--- src/rtl/exec_pkg.sv ---
// Shared encodings for the EX stage: ALU ops, mul/div ops, forward selects and mul/div FSM states.
package exec_pkg;

    localparam int unsigned ALUOP_W = 4;
    localparam int unsigned MDOP_W  = 2;
    localparam int unsigned FWD_W   = 2;

    localparam logic [ALUOP_W-1:0] ALU_ADD  = 4'd0;
    localparam logic [ALUOP_W-1:0] ALU_SUB  = 4'd1;
    localparam logic [ALUOP_W-1:0] ALU_AND  = 4'd2;
    localparam logic [ALUOP_W-1:0] ALU_OR   = 4'd3;
    localparam logic [ALUOP_W-1:0] ALU_XOR  = 4'd4;
    localparam logic [ALUOP_W-1:0] ALU_NOR  = 4'd5;
    localparam logic [ALUOP_W-1:0] ALU_SLT  = 4'd6;
    localparam logic [ALUOP_W-1:0] ALU_SLTU = 4'd7;
    localparam logic [ALUOP_W-1:0] ALU_SLL  = 4'd8;
    localparam logic [ALUOP_W-1:0] ALU_SRL  = 4'd9;
    localparam logic [ALUOP_W-1:0] ALU_SRA  = 4'd10;
    localparam logic [ALUOP_W-1:0] ALU_LUI  = 4'd11;
    localparam logic [ALUOP_W-1:0] ALU_MFHI = 4'd12;
    localparam logic [ALUOP_W-1:0] ALU_MFLO = 4'd13;

    localparam logic [MDOP_W-1:0] MD_NONE   = 2'b00;
    localparam logic [MDOP_W-1:0] MD_MULTU  = 2'b01;
    localparam logic [MDOP_W-1:0] MD_DIVU   = 2'b10;
    localparam logic [MDOP_W-1:0] MD_IGNORE = 2'b11;

    localparam logic [FWD_W-1:0] FWD_REG = 2'b00;
    localparam logic [FWD_W-1:0] FWD_WB  = 2'b01;
    localparam logic [FWD_W-1:0] FWD_MEM = 2'b10;

    typedef enum logic {
        MD_IDLE = 1'b0,
        MD_BUSY = 1'b1
    } md_state_t;

endpackage

--- src/rtl/muldiv_unit.sv ---
// Iterative unsigned multiply (shift-add) / divide (restoring), one bit per cycle, with HI/LO.
module muldiv_unit
    import exec_pkg::*;
#(
    parameter int unsigned WIDTH         = 32,
    parameter int unsigned MULDIV_CYCLES = 32
) (
    input  logic              clk,
    input  logic              rst_n,
    input  logic              start,
    input  logic [MDOP_W-1:0] op,
    input  logic [WIDTH-1:0]  a,
    input  logic [WIDTH-1:0]  b,
    output logic              busy,
    output logic [WIDTH-1:0]  hi,
    output logic [WIDTH-1:0]  lo
);

    localparam int unsigned CNT_W = $clog2(MULDIV_CYCLES);

    md_state_t          state;
    logic [CNT_W-1:0]   count;
    logic               is_div;
    // acc: partial high product / remainder; shreg: multiplier->low product / dividend->quotient
    logic [WIDTH-1:0]   acc;
    logic [WIDTH-1:0]   shreg;
    logic [WIDTH-1:0]   opnd;
    logic [WIDTH-1:0]   acc_nxt;
    logic [WIDTH-1:0]   shreg_nxt;
    logic [WIDTH:0]     sum;
    logic [WIDTH:0]     shifted;
    logic [WIDTH:0]     diff;

    // One iteration of whichever operation is in flight
    always_comb begin
        sum       = {1'b0, acc} + (shreg[0] ? {1'b0, opnd} : '0);
        shifted   = {acc, shreg[WIDTH-1]};
        diff      = shifted - {1'b0, opnd};
        acc_nxt   = sum[WIDTH:1];
        shreg_nxt = {sum[0], shreg[WIDTH-1:1]};
        if (is_div) begin
            acc_nxt   = diff[WIDTH] ? shifted[WIDTH-1:0] : diff[WIDTH-1:0];
            shreg_nxt = {shreg[WIDTH-2:0], ~diff[WIDTH]};
        end
    end

    always_ff @(posedge clk or negedge rst_n) begin
        if (!rst_n) begin
            state  <= MD_IDLE;
            count  <= '0;
            is_div <= 1'b0;
            acc    <= '0;
            shreg  <= '0;
            opnd   <= '0;
            busy   <= 1'b0;
            hi     <= '0;
            lo     <= '0;
        end else begin
            case (state)
                MD_IDLE: begin
                    if (start && (op == MD_MULTU || op == MD_DIVU)) begin
                        state  <= MD_BUSY;
                        busy   <= 1'b1;
                        count  <= '0;
                        is_div <= (op == MD_DIVU);
                        acc    <= '0;
                        shreg  <= a;
                        opnd   <= b;
                    end
                end
                MD_BUSY: begin
                    acc   <= acc_nxt;
                    shreg <= shreg_nxt;
                    count <= count + CNT_W'(1);
                    if (count == CNT_W'(MULDIV_CYCLES - 1)) begin
                        state <= MD_IDLE;
                        busy  <= 1'b0;
                        hi    <= acc_nxt;
                        lo    <= shreg_nxt;
                    end
                end
                default: state <= MD_IDLE;
            endcase
        end
    end

endmodule

--- src/rtl/execute_stage.sv ---
// EX stage: forwarding muxes, ALU, mul/div unit hookup, stall generation and the EX/MEM register.
module execute_stage
    import exec_pkg::*;
#(
    parameter int unsigned WIDTH         = 32,
    parameter int unsigned MULDIV_CYCLES = 32
) (
    input  logic               clk,
    input  logic               reset,
    input  logic [FWD_W-1:0]   ForwardA,
    input  logic [FWD_W-1:0]   ForwardB,
    input  logic [FWD_W-1:0]   ForwardM,
    input  logic               ex_valid,
    input  logic [WIDTH-1:0]   ex_rs_data,
    input  logic [WIDTH-1:0]   ex_rt_data,
    input  logic [WIDTH-1:0]   ex_imm,
    input  logic [4:0]         ex_shamt,
    input  logic               ex_alusrc1,
    input  logic               ex_alusrc2,
    input  logic [ALUOP_W-1:0] ex_aluop,
    input  logic [MDOP_W-1:0]  ex_muldiv_op,
    input  logic [4:0]         ex_write_addr,
    input  logic               ex_regwrite,
    input  logic               ex_memread,
    input  logic               ex_memwrite,
    input  logic [WIDTH-1:0]   mem_fwd_data,
    input  logic [WIDTH-1:0]   wb_fwd_data,
    output logic               ex_stall,
    output logic               muldiv_busy,
    output logic               mem_valid,
    output logic               mem_regwrite,
    output logic               mem_memread,
    output logic               mem_memwrite,
    output logic [WIDTH-1:0]   mem_alu_result,
    output logic [WIDTH-1:0]   mem_store_data,
    output logic [4:0]         mem_write_addr,
    output logic [WIDTH-1:0]   hi,
    output logic [WIDTH-1:0]   lo
);

    function automatic logic [WIDTH-1:0] fwd_mux(input logic [FWD_W-1:0] sel,
                                                 input logic [WIDTH-1:0] reg_v,
                                                 input logic [WIDTH-1:0] mem_v,
                                                 input logic [WIDTH-1:0] wb_v);
        case (sel)
            FWD_MEM: return mem_v;
            FWD_WB:  return wb_v;
            FWD_REG: return reg_v;
            default: return reg_v;
        endcase
    endfunction

    logic [WIDTH-1:0] rs_fwd;
    logic [WIDTH-1:0] rt_fwd;
    logic [WIDTH-1:0] store_fwd;
    logic [WIDTH-1:0] a_op;
    logic [WIDTH-1:0] b_op;
    logic [WIDTH-1:0] alu_result;
    logic             md_req;
    logic             md_start;

    assign rs_fwd    = fwd_mux(ForwardA, ex_rs_data, mem_fwd_data, wb_fwd_data);
    assign rt_fwd    = fwd_mux(ForwardB, ex_rt_data, mem_fwd_data, wb_fwd_data);
    assign store_fwd = fwd_mux(ForwardM, ex_rt_data, mem_fwd_data, wb_fwd_data);
    assign a_op      = ex_alusrc1 ? WIDTH'(ex_shamt) : rs_fwd;
    assign b_op      = ex_alusrc2 ? ex_imm : rt_fwd;

    // Only instructions that touch HI/LO or the unit wait for it; everything else flows past
    assign md_req   = (ex_muldiv_op != MD_NONE) && (ex_muldiv_op != MD_IGNORE);
    assign ex_stall = muldiv_busy && ex_valid &&
                      (ex_aluop == ALU_MFHI || ex_aluop == ALU_MFLO || md_req);
    assign md_start = ex_valid && !ex_stall && md_req;

    always_comb begin
        alu_result = '0;
        case (ex_aluop)
            ALU_ADD:  alu_result = a_op + b_op;
            ALU_SUB:  alu_result = a_op - b_op;
            ALU_AND:  alu_result = a_op & b_op;
            ALU_OR:   alu_result = a_op | b_op;
            ALU_XOR:  alu_result = a_op ^ b_op;
            ALU_NOR:  alu_result = ~(a_op | b_op);
            ALU_SLT:  alu_result = WIDTH'($signed(a_op) < $signed(b_op));
            ALU_SLTU: alu_result = WIDTH'(a_op < b_op);
            ALU_SLL:  alu_result = b_op << a_op[4:0];
            ALU_SRL:  alu_result = b_op >> a_op[4:0];
            ALU_SRA:  alu_result = WIDTH'($signed(b_op) >>> a_op[4:0]);
            ALU_LUI:  alu_result = WIDTH'({b_op[15:0], 16'b0});
            ALU_MFHI: alu_result = hi;
            ALU_MFLO: alu_result = lo;
            default:  alu_result = '0;
        endcase
    end

    muldiv_unit #(
        .WIDTH         (WIDTH),
        .MULDIV_CYCLES (MULDIV_CYCLES)
    ) u_muldiv (
        .clk   (clk),
        .rst_n (reset),
        .start (md_start),
        .op    (ex_muldiv_op),
        .a     (rs_fwd),
        .b     (rt_fwd),
        .busy  (muldiv_busy),
        .hi    (hi),
        .lo    (lo)
    );

    // EX/MEM register; bubbles clear control only, data fields hold
    always_ff @(posedge clk or negedge reset) begin
        if (!reset) begin
            mem_valid      <= 1'b0;
            mem_regwrite   <= 1'b0;
            mem_memread    <= 1'b0;
            mem_memwrite   <= 1'b0;
            mem_alu_result <= '0;
            mem_store_data <= '0;
            mem_write_addr <= '0;
        end else if (ex_stall || !ex_valid) begin
            mem_valid    <= 1'b0;
            mem_regwrite <= 1'b0;
            mem_memread  <= 1'b0;
            mem_memwrite <= 1'b0;
        end else begin
            mem_valid      <= 1'b1;
            mem_regwrite   <= ex_regwrite;
            mem_memread    <= ex_memread;
            mem_memwrite   <= ex_memwrite;
            mem_alu_result <= alu_result;
            mem_store_data <= store_fwd;
            mem_write_addr <= ex_write_addr;
        end
    end

endmodule

--- config.mk ---
export PLATFORM = sky130hd
export DESIGN_NAME = execute_stage
export DESIGN_NICKNAME = d
export VERILOG_FILES = /design/src/rtl/exec_pkg.sv /design/src/rtl/muldiv_unit.sv /design/src/rtl/execute_stage.sv
export SDC_FILE = /design/constraint.sdc
export NUM_CORES = 1
export LEC_CHECK = 0
export CORE_MARGIN = 2
export CORE_UTILIZATION = 36
export DETAILED_ROUTE_END_ITERATION = 6
export MAX_ROUTING_LAYER = met4
export PLACE_DENSITY = 0.66
export SLEW_MARGIN = 20
export SYNTH_ARGS = -nofsm -noshare
export SYNTH_HDL_FRONTEND = slang
export SYNTH_SLANG_ARGS = --single-unit
--- constraint.sdc ---
create_clock -name clk -period 4.38 [get_ports clk]
set_input_delay 0.876 -clock clk [delete_from_list [all_inputs] [get_ports clk]]
set_output_delay 0.876 -clock clk [all_outputs]
set_load 0.05 [all_outputs]
# Word-level counts from Yosys, hierarchy flattened
# Index checks and enable logic that the tools add are counted.
[word_totals] register_bits=241 in_bits=190
[op_classes] n_addsub=5 n_lt_le_gt_ge=2 n_eq_ne=25 n_shift=3 muxes=26 bitwise=6 n_reduce_logical=17
[op_table] cell="$pmux W32 S14" n=1
[op_table] cell="$pmux W32 S2" n=5
[op_table] cell="$mux W32" n=8
[op_table] cell="$lt A32 B32 Y1" n=2
[op_table] cell="$add A32 B33 Y33" n=1
[op_table] cell="$sub A33 B32 Y33" n=1
[op_table] cell="$add A32 B32 Y32" n=1
[op_table] cell="$and A32 B32 Y32" n=1
[op_table] cell="$not A32 Y32" n=1
[op_table] cell="$or A32 B32 Y32" n=1
[op_table] cell="$shl A32 B5 Y32" n=1
[op_table] cell="$shr A32 B5 Y32" n=1
[op_table] cell="$sshr A32 B5 Y32" n=1
[op_table] cell="$sub A32 B32 Y32" n=1
[op_table] cell="$xor A32 B32 Y32" n=1
[op_table] cell="$eq A4 B4 Y1 const B" n=6
[op_table] cell="$eq A4 B3 Y1 const B" n=4
[op_table] cell="$pmux W5 S2" n=1
[op_table] cell="$eq A2 B1 Y1 const B" n=4
[op_table] cell="$eq A2 B2 Y1 const B" n=4
[op_table] cell="$eq A4 B2 Y1 const B" n=2
[op_table] cell="$mux W1" n=8
[op_table] cell="$logic_and A1 B1 Y1" n=6
[op_table] cell="$reduce_and A2 Y1" n=3
[op_table] cell="12 further kinds" n=19

# Longest topological paths before layout
[depth] ltp_word=10 mapped_depth=22 ltp_nobuf=18

# Cells and area by module
# From an unflattened synthesis, not the netlist that was laid out.
[hier_totals] cells_unflattened=3613 hier_area_um2=27333.7
[modules_own_cells] mod="execute_stage" n_inst=1 cells_per_inst=2296 area_each_um2=15927.8 seq_area_each_um2=1826.8
[modules_own_cells] mod="muldiv_unit" n_inst=1 cells_per_inst=1317 area_each_um2=11405.9 seq_area_each_um2=4204.0

# Worst setup path after synthesis
# Ideal clock, no wire load.
[synth_path] path_type="input to register" from="input ForwardA[0]" to="register mem_alu_result[30]" arrival_time_ns=5.159 slack_ns=-0.911 path_stages=22 path_buffers=6 path_cell_list="inv_1 -> ha_1 -> buf_2 -> clkbuf_1 -> nor2b_1 -> o31a_1 -> inv_1 -> buf_2 -> buf_1 -> buf_2 -> ha_1 -> buf_2 -> or3_1 -> o2111ai_2 -> nor3_1 -> nor4_2 -> a211oi_2 -> o31a_1 -> mux2i_1 -> or4_1 -> a21oi_1 -> o21ai_1"
[synth_between] elab_chain_cells=6 elab_cells_between_ends=14
[synth_lines] element="start: declaration" line_no="execute_stage.sv:10" rtl="input logic [FWD_W-1:0] ForwardA,"
[synth_lines] element="$eq A2 B1 Y1 or $eq A2 B2 Y1 (tied branches)" line_no="execute_stage.sv:45" rtl="case (sel)"
[synth_lines] element="$pmux W32 S2 *" line_no="execute_stage.sv:45"
[synth_lines] element="$mux W32 *" line_no="execute_stage.sv:65" rtl="assign a_op = ex_alusrc1 ? WIDTH'(ex_shamt) : rs_fwd;"
[synth_lines] element="branches (longest 2 deep; another with $sub A32 B32 Y32)"
[synth_lines] element="$pmux W32 S14 *" line_no="execute_stage.sv:76" rtl="case (ex_aluop)"
[synth_lines] element="end signal: assignment" line_no="execute_stage.sv:130" rtl="mem_alu_result <= alu_result;"
[synth_lines] element="end: declaration" line_no="execute_stage.sv:34" rtl="output logic [WIDTH-1:0] mem_alu_result,"
# Every way passes the cells marked *.
# A chain may end at the register's enable or synchronous reset.

# Worst setup path after layout
# Same ends and word-level chain as after synthesis.

==> results.txt <==
----------------------------------------------------
[Route]
  Uppermost layer routed ... met4
  Number of search-and-repair iterations in the first detailed-routing pass ... 6
  Vias per std cell ... 5.973
  Starting DRC count in detailed routing ... 3,298
  Residual DRC ... 0
  Met3 Routed Length ... 13.06 mm
  Routed wire length per instance ... 26.88 um
  Total wirelength of the detailed-routed design ... 143.1 mm
  Detail Route Antenna Nets ... 0
  Total number of vias ... 31,800
  Wire length on met2 ... 59.13 mm
  Total routed wire length on the met1 layer ... 61.06 mm

[Finish]
  Syn-to-layout area delta ... 42.99%
  Fraction of final layout cells sized beyond drive strength 1 ... 23.41%
  Final net count ... 4,713
  Utilization of the core after routing ... 51.97%
  Fin cells ... 5,324

[Critical path]
  Type of destination of the critical path ... flop
  Critical Path Fanout Max ... 5
  Required arrival time at the worst endpoint ... 4.92 ns
  Endpoint arrival time on the critical path ... 4.87 ns
  Critical Path Start Type ... input port
  Critical path class ... input port to flop
  Slack of the worst reg-to-reg path ... 0.40 ns

[Global route]
  GRT overflow ... 0
  Wire length of the first global-routing pass ... 206.6 mm
  Via count of the first global-routing pass ... 30,250
  Global-route total usage across every layer ... 38.57%
  Pin count of the biggest net entering global routing ... 104
  Initial antenna violation count ... 7

[Yosys]
  Count of state elements after synthesis ... 241
  Fraction of post-synthesis cell area in the top cell type by area ... 23.21%
  Post-Syn Area per Cell ... 7.481 sq um
  Register area share after synthesis ... 23.21%
  Post-synthesis cell type with the largest combined area ... dfrtp_1
  Top flip-flop cell by instance count after synthesis ... dfrtp_1
  Number of enable flip-flop cells after synthesis ... 0
  Post-synthesis cell area ... 25,980 sq um
  Share of flip-flops with an asynchronous set or reset ... 100.0%
  Cell variety after synth ... 97
  Net Count, Synth ... 3,845
  Ys Warns ... 0
  Main area contributors after synthesis ... dfrtp_1 (23%), ha_1 (8.6%), a21oi_1 (7.0%)
  Cells after Synth ... 3,473

[Timing]
  Remaining max-slew budget at the tightest pin ... 26.72%
  Fraction of the cycle the final worst path needs ... 98.99%
  Sum of negative setup slack ... 0 ns
  Final hold slack ... 0.2896 ns
  Final hold violation count ... 0
  Time the worst path needs with I/O delays and setup ... 4.336 ns
  Slack of the critical path ... 0.04440 ns
  Unrepaired setup endpoints after global routing ... true
  Total of endpoints with negative setup slack in the final report ... 0
  Transition at the pin with the smallest max-transition slack ... 1.099 ns
  Upper clock frequency limit ... 230.6 MHz
  Skew final ... 0.04836 ns
  Max-slew violation count ... 0

[Die]
  DIE AREA ... 74,340 sq um
  Rows ... 98
  Area of the core ... 71,490 sq um
  Boundary pin count ... 329
  Die width ... 272.7 um
  Initial cell density of the core ... 36.35%
  Y dimension of the die ... 272.7 um

[Worst hold path]
  Path type of the worst min-delay path ... input port to async pin

[Clock tree]
  Buffer cell driving the clock tree root ... clkbuf_16
  Clock latency at the later pin of the worst-skew pair ... 0.67 ns
  Number of buffers between clock root and the deepest sink ... 3
  Hold buffers post-CTS ... 0
  Clock-pin slew of the registers on the worst-case setup and hold paths ... 0.06 ns
  TritonCTS Sinks ... 241
  CTS Buf Count ... 31
  TritonCTS clock tree ... built
  H-tree depth ... 1

[Run]
  Max capacitance violation total ... 0

[Power]
  Power density relative to cell area ... 595.3 nW/um^2
  Worst IR Drop VDD ... 428.3 uV
  Leakage power total ... 0.01686 uW

[Placement]
  Placed Instances ... 5,236
  HPWL reported at the end of detailed placement ... 115.3 mm
  Worst-case setup slack after placement ... -1.299 ns
  Port Buffer Count ... 328
  Gp weighted congestion ... 1.078

[Run status]
  Outcome ... finished clean

----------------------------------------------------
worst paths after layout:
kind                                         from  depth (start not counted)                  to
worst max-delay path                  ForwardA[0]                         21  mem_alu_result[30]
worst min-delay path                        reset                          1     u_muldiv.hi[30]
worst max register to register   u_muldiv.opnd[0]                         14     u_muldiv.hi[29]
worst min register to register  mem_write_addr[0]                          2   mem_write_addr[0]
max in group asynchronous                   reset                          2      u_muldiv.hi[5]
min in group clk                mem_write_addr[0]                          2   mem_write_addr[0]
registers in the layout, indices dropped and copies added (netlist names), 5 cells and up:
name,flops
u_muldiv.count,5
u_muldiv.shreg,32
u_muldiv.opnd,32
mem_alu_result,32
mem_write_addr,5
mem_store_data,32
u_muldiv.lo,32
u_muldiv.hi,32
u_muldiv.acc,32
layer usage:
metal	GRT usage, %	vias to the layer above
li1	-	14500
met1	50.97	15300
met2	55.01	1644
met3	7.196	348
met4	21.73	0
met5	-	-
where the power goes:
part | internal [uW] | switching, uW | total [uW] | leakage (uW)
registers | 3180 | 1400 | 4580 | 0.00294
clock network | 1670 | 1300 | 2960 | 0.000540
logic | 5770 | 8800 | 14600 | 0.0134
total | 10600 | 11500 | 22100 | 0.0169
cell usage after synthesis, drive strengths merged (27+ instances only):
cell,number
a22oi,127
nand3,63
xor2,34
a21oi,366
a211oi,74
a221o,37
a31oi,36
clkbuf,157
mux2,30
ha,178
nor2,304
or2,33
xnor2,37
and2,40
nor3b,34
a21o,46
o211ai,48
dfrtp,241
a221oi,45
buf,104
o21ai,305
inv,176
nor2b,27
nand2,406
nor3,53
mux2i,151
metrics by stage:
step           total power [uW]  instance area, sq um
3_5_place_dp              18690                 35420
5_1_grt                   23450                 37140
6_report                  22120                 37150
3_3_place_gp              18580                 35420
4_1_cts                   21770                 36910
2_1_floorplan             13060                 26230
area by class of cell:
cell class,count,area (sq um)
fillers,6983,34330
clock buffers,34,817.0
clock inverters,24,310.3
multi-input cells,2792,18690
well taps,950,1189
inverters,179,681.9
repair buffers,1096,9413
flip-flops and latches,241,6036
diodes,8,20.02
cells in the final DEF (no fill, tap or decap), types with 16 or more instances in the layout:
master           synthesis  layout
a31oi_1                 36      33
dfrtp_1                241     239
inv_1                  170     165
nand3_1                 62      61
and3_1                  20      20
nor3b_1                 34      32
nand2_1                406     403
or2_2                   32      31
a21oi_1                365     363
buf_12                   0      27
ha_1                   178     166
clkdlybuf4s50_1          0     319
a22oi_1                127     125
nor2_1                 302     298
and2_1                  40      40
o21ai_1                 19      23
nand2b_1                22      21
xor2_1                  34      34
a21o_1                  46      46
nor2b_1                 26      25
a211oi_1                72      65
buf_4                   14     736
a221o_1                 37      35
xnor2_1                 37      36
o211ai_1                48      48
nor3_1                  53      46
o21bai_1                21      21
clkbuf_16                0      31
a221oi_1                42      36
o21ai_0                286     282
o22ai_1                 26      26
nand4_1                 17      17
mux2i_1                151     151
o31ai_1                 19      16
mux2_2                  29      29
cell families after synthesis:
| kind of cell | count (synthesis) | share of synthesized area, % |
|---|---|---|
| AO/OA/AOI/OAI | 1300 | 32.62 |
| AND/OR/NAND/NOR | 1055 | 18.42 |
| buffers and inverters | 440 | 7.103 |
| flip-flops | 241 | 23.21 |
| multiplexers | 184 | 7.377 |
| adder cells (fa/ha/maj) | 182 | 8.880 |
| XOR/XNOR | 71 | 2.393 |
critical path, stage by stage:
cell and delay (ns):
buf_2 0.13, inv_6 0.04, ha_4 0.27, buf_12 0.14, buf_4 0.12, nor2b_4 0.13, o31ai_4 0.23, inv_2 0.09
ha_4 0.18, fa_2 0.40, o21ba_4 0.23, o2111ai_4 0.24, nor3_4 0.10, nor4_4 0.34, a211oi_4 0.08, o31a_1 0.33
buf_4 0.15, mux2i_1 0.10, or4_1 0.48, a21oi_2 0.11, o21ai_1 0.08
timing repair:
item                       CTS  global route
pin swaps                   21            19
gates cloned                 1             0
gates resized for setup     39            48
setup buffers               18             3
setup endpoints to repair   28            19
(Power assumes the default switching activity.)
